--- config.mk ---
export PLATFORM = sky130hd
export DESIGN_NAME = mem_channel_arbiter
export DESIGN_NICKNAME = d
export VERILOG_FILES = /design/src/rtl/mem_channel_arbiter.sv
export SDC_FILE = /design/constraint.sdc
export NUM_CORES = 1
export LEC_CHECK = 0
export BUFFER_PORTS_ARGS = -buffer_cell sky130_fd_sc_hd__clkbuf_2
export CORE_ASPECT_RATIO = 1.4
export CORE_UTILIZATION = 50
export CTS_BUF_LIST = sky130_fd_sc_hd__clkbuf_16
export CTS_CLUSTER_SIZE = 28
export DETAILED_ROUTE_END_ITERATION = 12
export PLACE_DENSITY = 0.85
export SYNTH_ARGS = -nofsm -noshare
export SYNTH_HDL_FRONTEND = slang
export SYNTH_SLANG_ARGS = --single-unit
--- constraint.sdc ---
create_clock -name clock -period 1.8 [get_ports clock]
set_input_delay 0.09 -clock clock [delete_from_list [all_inputs] [get_ports clock]]
set_output_delay 0.09 -clock clock [all_outputs]
set_load 0.01 [all_outputs]
--- src/rtl/mem_channel_arbiter.sv ---
// Round-robin arbiter sharing one single-ported byte memory between two master
// channels, with fixed read/write latency sequencing and per-channel completion.
module mem_channel_arbiter #(
  parameter int ADDR_W = 7,
  parameter int DATA_W = 8,
  parameter int SIZE_W = 4,
  parameter int RD_LAT = 2,
  parameter int WR_LAT = 1
) (
  input  logic                  clock,
  input  logic                  reset,
  input  logic [1:0]            ch_oe,
  input  logic [1:0]            ch_we,
  input  logic [2*ADDR_W-1:0]   ch_addr,
  input  logic [2*DATA_W-1:0]   ch_wdata,
  input  logic [2*SIZE_W-1:0]   ch_size,
  output logic [2*DATA_W-1:0]   ch_rdata,
  output logic [1:0]            ch_rdy,
  output logic                  mem_oe,
  output logic                  mem_we,
  output logic [ADDR_W-1:0]     mem_addr,
  output logic [DATA_W-1:0]     mem_wdata,
  output logic [DATA_W-1:0]     mem_mask,
  input  logic [DATA_W-1:0]     mem_rdata,
  output logic                  err_conflict
);

  localparam int MAX_LAT = (RD_LAT > WR_LAT) ? RD_LAT : WR_LAT;
  localparam int CNT_W   = $clog2(MAX_LAT) + 1;
  // Reads spend RD_LAT cycles in WAIT (capture on the last); writes one fewer.
  localparam logic [CNT_W-1:0] RD_LOAD = CNT_W'(RD_LAT - 1);
  localparam logic [CNT_W-1:0] WR_LOAD = CNT_W'((WR_LAT > 1) ? (WR_LAT - 2) : 0);
  localparam logic [CNT_W-1:0] CNT_ONE = CNT_W'(1);

  typedef enum logic [1:0] {
    IDLE  = 2'd0,
    ISSUE = 2'd1,
    WAIT  = 2'd2,
    RESP  = 2'd3
  } state_t;

  function automatic logic [DATA_W-1:0] size_mask(input logic [SIZE_W-1:0] size);
    logic [DATA_W-1:0] m;
    m = {DATA_W{1'b0}};
    for (int b = 0; b < DATA_W; b++) begin
      m[b] = (b < int'(size)) ? 1'b1 : 1'b0;
    end
    return m;
  endfunction

  state_t              state_r;
  logic                last_grant_r;
  logic                gnt_r;
  logic                read_r;
  logic [DATA_W-1:0]   mask_r;
  logic [CNT_W-1:0]    cnt_r;

  logic [1:0]          valid_s;
  logic                conflict_s;
  logic                grant_v_s;
  logic                grant_ch_s;
  logic                sel_oe_s;
  logic [ADDR_W-1:0]   sel_addr_s;
  logic [DATA_W-1:0]   sel_wdata_s;
  logic [DATA_W-1:0]   sel_mask_s;

  assign valid_s    = ch_oe ^ ch_we;
  assign conflict_s = |(ch_oe & ch_we);

  // Grant decision: a lone valid request wins, a tie goes away from last_grant.
  always_comb begin
    grant_v_s  = 1'b0;
    grant_ch_s = 1'b0;
    case (valid_s)
      2'b01: begin
        grant_v_s  = 1'b1;
        grant_ch_s = 1'b0;
      end
      2'b10: begin
        grant_v_s  = 1'b1;
        grant_ch_s = 1'b1;
      end
      2'b11: begin
        grant_v_s  = 1'b1;
        grant_ch_s = ~last_grant_r;
      end
      default: begin
        grant_v_s  = 1'b0;
        grant_ch_s = 1'b0;
      end
    endcase
  end

  // Field mux for the candidate channel.
  always_comb begin
    if (grant_ch_s) begin
      sel_oe_s    = ch_oe[1];
      sel_addr_s  = ch_addr[2*ADDR_W-1:ADDR_W];
      sel_wdata_s = ch_wdata[2*DATA_W-1:DATA_W];
      sel_mask_s  = size_mask(ch_size[2*SIZE_W-1:SIZE_W]);
    end else begin
      sel_oe_s    = ch_oe[0];
      sel_addr_s  = ch_addr[ADDR_W-1:0];
      sel_wdata_s = ch_wdata[DATA_W-1:0];
      sel_mask_s  = size_mask(ch_size[SIZE_W-1:0]);
    end
  end

  // Transaction FSM with registered memory strobes and channel responses.
  always_ff @(posedge clock or negedge reset) begin
    if (!reset) begin
      state_r      <= IDLE;
      last_grant_r <= 1'b1;
      gnt_r        <= 1'b0;
      read_r       <= 1'b0;
      mask_r       <= {DATA_W{1'b0}};
      cnt_r        <= {CNT_W{1'b0}};
      mem_oe       <= 1'b0;
      mem_we       <= 1'b0;
      mem_addr     <= {ADDR_W{1'b0}};
      mem_wdata    <= {DATA_W{1'b0}};
      mem_mask     <= {DATA_W{1'b0}};
      ch_rdy       <= 2'b00;
      ch_rdata     <= {(2*DATA_W){1'b0}};
    end else begin
      case (state_r)
        IDLE: begin
          ch_rdy <= 2'b00;
          if (grant_v_s) begin
            gnt_r        <= grant_ch_s;
            last_grant_r <= grant_ch_s;
            read_r       <= sel_oe_s;
            mask_r       <= sel_mask_s;
            mem_oe       <= sel_oe_s;
            mem_we       <= ~sel_oe_s;
            mem_addr     <= sel_addr_s;
            mem_wdata    <= sel_oe_s ? {DATA_W{1'b0}} : sel_wdata_s;
            mem_mask     <= sel_mask_s;
            state_r      <= ISSUE;
          end
        end
        ISSUE: begin
          mem_oe    <= 1'b0;
          mem_we    <= 1'b0;
          mem_addr  <= {ADDR_W{1'b0}};
          mem_wdata <= {DATA_W{1'b0}};
          mem_mask  <= {DATA_W{1'b0}};
          if (read_r) begin
            cnt_r   <= RD_LOAD;
            state_r <= WAIT;
          end else if (WR_LAT == 1) begin
            ch_rdy  <= gnt_r ? 2'b10 : 2'b01;
            state_r <= RESP;
          end else begin
            cnt_r   <= WR_LOAD;
            state_r <= WAIT;
          end
        end
        WAIT: begin
          if (cnt_r == {CNT_W{1'b0}}) begin
            if (read_r) begin
              if (gnt_r) begin
                ch_rdata[2*DATA_W-1:DATA_W] <= mem_rdata & mask_r;
              end else begin
                ch_rdata[DATA_W-1:0] <= mem_rdata & mask_r;
              end
            end
            ch_rdy  <= gnt_r ? 2'b10 : 2'b01;
            state_r <= RESP;
          end else begin
            cnt_r <= cnt_r - CNT_ONE;
          end
        end
        RESP: begin
          ch_rdy  <= 2'b00;
          state_r <= IDLE;
        end
        default: begin
          ch_rdy  <= 2'b00;
          state_r <= IDLE;
        end
      endcase
    end
  end

  // Sticky flag for a channel asserting read and write at once.
  always_ff @(posedge clock or negedge reset) begin
    if (!reset) begin
      err_conflict <= 1'b0;
    end else if (conflict_s) begin
      err_conflict <= 1'b1;
    end
  end

endmodule
==> reports/qor.csv <==
stage,metric,value,unit
drt,DRC Markers,0,
cts,CTS Buf Count,9,
synthesis,Synth warnings,0,
cells_and_area,area grow syn2layout,31.38,%
cells_and_area,nets,424,
cts,htree depth,3,
cells_and_area,share of cells above drive strength 1,35.04,%
hold_path,min-delay src,mem_rdata[6],
global_routing,initial antenna violation count,0,
place,Buffers on Ports,95,
synthesis,Synth Cell Area,2739,sq um
worst_setup_path,RR Startpoint,state_r[1],
synthesis,sequential fraction of the synthesis area,53.95,%
sta,"Slew Viols, Final",0,
cells_and_area,number of antenna diodes,0,
drt,drt via density,5.421,
place,GP Congestion,0.8553,
global_routing,largest net degree at the start of global routing,26,
worst_setup_path,FF-to-FF End,mem_wdata[7],
synthesis,Yosys reg bits,59,
worst_setup_path,required time worst endpoint,2.04,ns
synthesis,Synth Area in Simple Gates,15.17,%
flow_run,MaxCap Viol Count,0,
synthesis,Yosys top cell area share,52.99,%
worst_setup_path,CP startpoint kind,flop,
cts,clock slew at reported path FFs,0.05,ns
sta,Tmin final,1.629,ns
synthesis,number of distinct library cells after synthesis,40,
synthesis,Post-Synthesis Cells,261,
cts,clock tree buffer depth,2,
synthesis,main combinational cell family by area after synthesis,compound AO/OA/AOI/OAI gates,
cts,clk root buf,clkbuf_16,
synthesis,"Avg Cell Area, Syn",10.49,sq um
hold_path,hold endpoint,ch_rdata[14],
sta,unrepaired setup endpoints after global routing,no,
power,Pwr Total,0.006143,W
worst_setup_path,reg2reg setup slack,0.17,ns
sta,period utilisation layout,90.49,%
floorplan,Top Ports,96,
sta,Final Setup Violations,0,
synthesis,most used standard cell by instance count after synthesis,dfrtp_1,
floorplan,DIE AREA,5782,sq um
floorplan,DIE HEIGHT,89.57,um
hold_path,Tightest Hold Check Type,in -> reg,
worst_setup_path,highest net fanout along the worst path,9,
synthesis,post-synthesis xor/xnor area fraction,0,%
synthesis,Synth async-reset ratio,100.0,%
sta,Final Hold Viols,0,
synthesis,Synth Area in Adders,2.741,%
drt,first-pass iteration count of the detailed router,4,
drt,initial drt markers,178,
hold_path,Hold Path Depth,3,
synthesis,"top cells by count, synth","dfrtp_1 (58), nand2_1 (42), o21ai_0 (28)",
sta,final setup skew,0.004977,ns
sta,Worst Max-Slew Pin Slew,0.5467,ns
worst_setup_path,crit path launch,state_r[1],
worst_setup_path,arrival time worst endpoint,1.87,ns
place,DP HPWL,4.956,mm
sta,fmax,613.9,MHz
synthesis,Compound-Gate Fraction of Synth Area,20.28,%
drt,routed len/inst,15.23,um
global_routing,vias in the first global route,2262,
synthesis,Main synth FF type,dfrtp_1,
drt,Antenna Violating Nets Remaining,0,
floorplan,core area,5236,sq um
floorplan,die width,64.55,um
worst_setup_path,critical path endpoint category,flop,
run_status,status,finished clean,
drt,vias after detailed routing,2369,
global_routing,grt total ovfl,0,
sta,setup_tns,0,ns
synthesis,cell taking the most area after synthesis,dfrtp_1,
power,LEAKAGE,1.774,nW
synthesis,syn nets,319,
drt,routed wire length,6.654,mm
worst_setup_path,critical path type,reg -> reg,
cts,CTS sink cnt,59,
worst_setup_path,path depth of the worst reg2reg path,5,
power,Worst VDD drop,996.3,uV
synthesis,post-synthesis mux area share,4.568,%
cts,CTS tree,yes,
sta,Rel. slew slack,63.31,%
power,Power Dens Cells,1707,nW/um^2
cts,"Clk Latency, worst-skew pair",0.32,ns
synthesis,Post-synth EDFFs,0,
global_routing,GRT Overall Usage,24.23,%
synthesis,"top cells by area, synth","dfrtp_1 (53%), o2bb2ai_1 (7.0%), nand2_1 (5.8%), o21ai_0 (5.1%), mux2i_1 (2.9%)",
floorplan,row count,31,
global_routing,first-pass GRT wire length,10.55,mm
floorplan,initial core utilization,52.31,%
final cells by class:
cell class                      count  area (sq um)
Clock inverter                      7         45.04
Inverter                            5         18.77
Timing Repair Buffer              106         573.1
Multi-Input combinational cell    185          1176
Tap cell                           66         82.58
Clock buffer                        9         225.2
Sequential cell                    59          1478
Fill cell                         436          1638
state kept, by name, summed over array words and instances, names as in the netlist:
name          cells
last_grant_r      1
mask_r            8
err_conflict      1
mem_addr          7
mem_wdata         8
mem_mask          8
mem_we            1
state_r           2
read_r            1
gnt_r             1
mem_oe            1
ch_rdy            2
ch_rdata         16
cnt_r             2
worst max-delay path, stage by stage, from the launching register on:
cell	delay [ns]
dfrtp_1	0.38
inv_1	0.09
ha_1	0.28
nand2b_1	0.23
or2_2	0.41
o2bb2ai_1	0.17
cells by family after synthesis:
family          Yosys count
compound gates           83
fa+ha+maj                 6
buf+inv                  17
flops                    59
mux                      12
simple gates             84
repair_timing:
item                                   in CTS  in global routing
setup endpoints to repair                   3                 13
gates resized for setup                     1                  2
setup buffers                               0                  0
hold buffers                                1                  0
pin swaps                                   0                  0
endpoints found under the hold margin      10                  0
cells in the final DEF, fill, tap and decap left out, types with 8 or more instances in the layout:
master      n
nor2_1     10
clkbuf_2   95
mux2i_1     8
dfrtp_1    58
nand2_1    42
buf_4       9
a21oi_1    15
o21ai_0    28
nor3b_1     9
clkbuf_16   9
o2bb2ai_1  22
metrics by stage:
| stage | utilization, % | std cells | cell area [sq um] | hold slack (ns) | setup slack (ns) |
|---|---|---|---|---|---|
| after floorplan | - | 261 | 2739 | -0.2056 | 0.2908 |
| after global placement | 63.27 | 420 | 3313 | -0.02083 | 0.07662 |
| after detailed placement | 63.27 | 420 | 3313 | -0.01268 | 0.0007724 |
| after CTS | 68.67 | 437 | 3596 | 0.02767 | 0.05364 |
| after global routing | 68.72 | 437 | 3598 | 0.03772 | 0.06125 |
| final | 68.72 | 437 | 3598 | 0.02665 | 0.1711 |
per-layer routing:
layer	global-route usage, %	share of wire (%)
met5	0	0
met4	12.73	1.8
met3	6.313	4.0
met2	41.05	53
met1	28.37	41
worst max path at each step:
stage	cells after the start	endpoint	slack, ns
2_1_floorplan	7	mem_wdata[7]	0.29
3_3_place_gp	5	mem_mask[4]	0.08
3_5_place_dp	5	mem_mask[3]	0.0008
4_1_cts	5	mem_mask[3]	0.05
5_1_grt	5	mem_wdata[1]	0.06
6_report	5	mem_wdata[7]	0.17
report_power, final:
group / internal (W) / switching [W] / total (W)
Sequential: 0.00191 / 0.000389 / 0.00230
Clock: 0.000920 / 0.000580 / 0.00150
Combinational: 0.00105 / 0.00129 / 0.00234
Total: 0.00388 / 0.00226 / 0.00614
(Power assumes the default switching activity.)
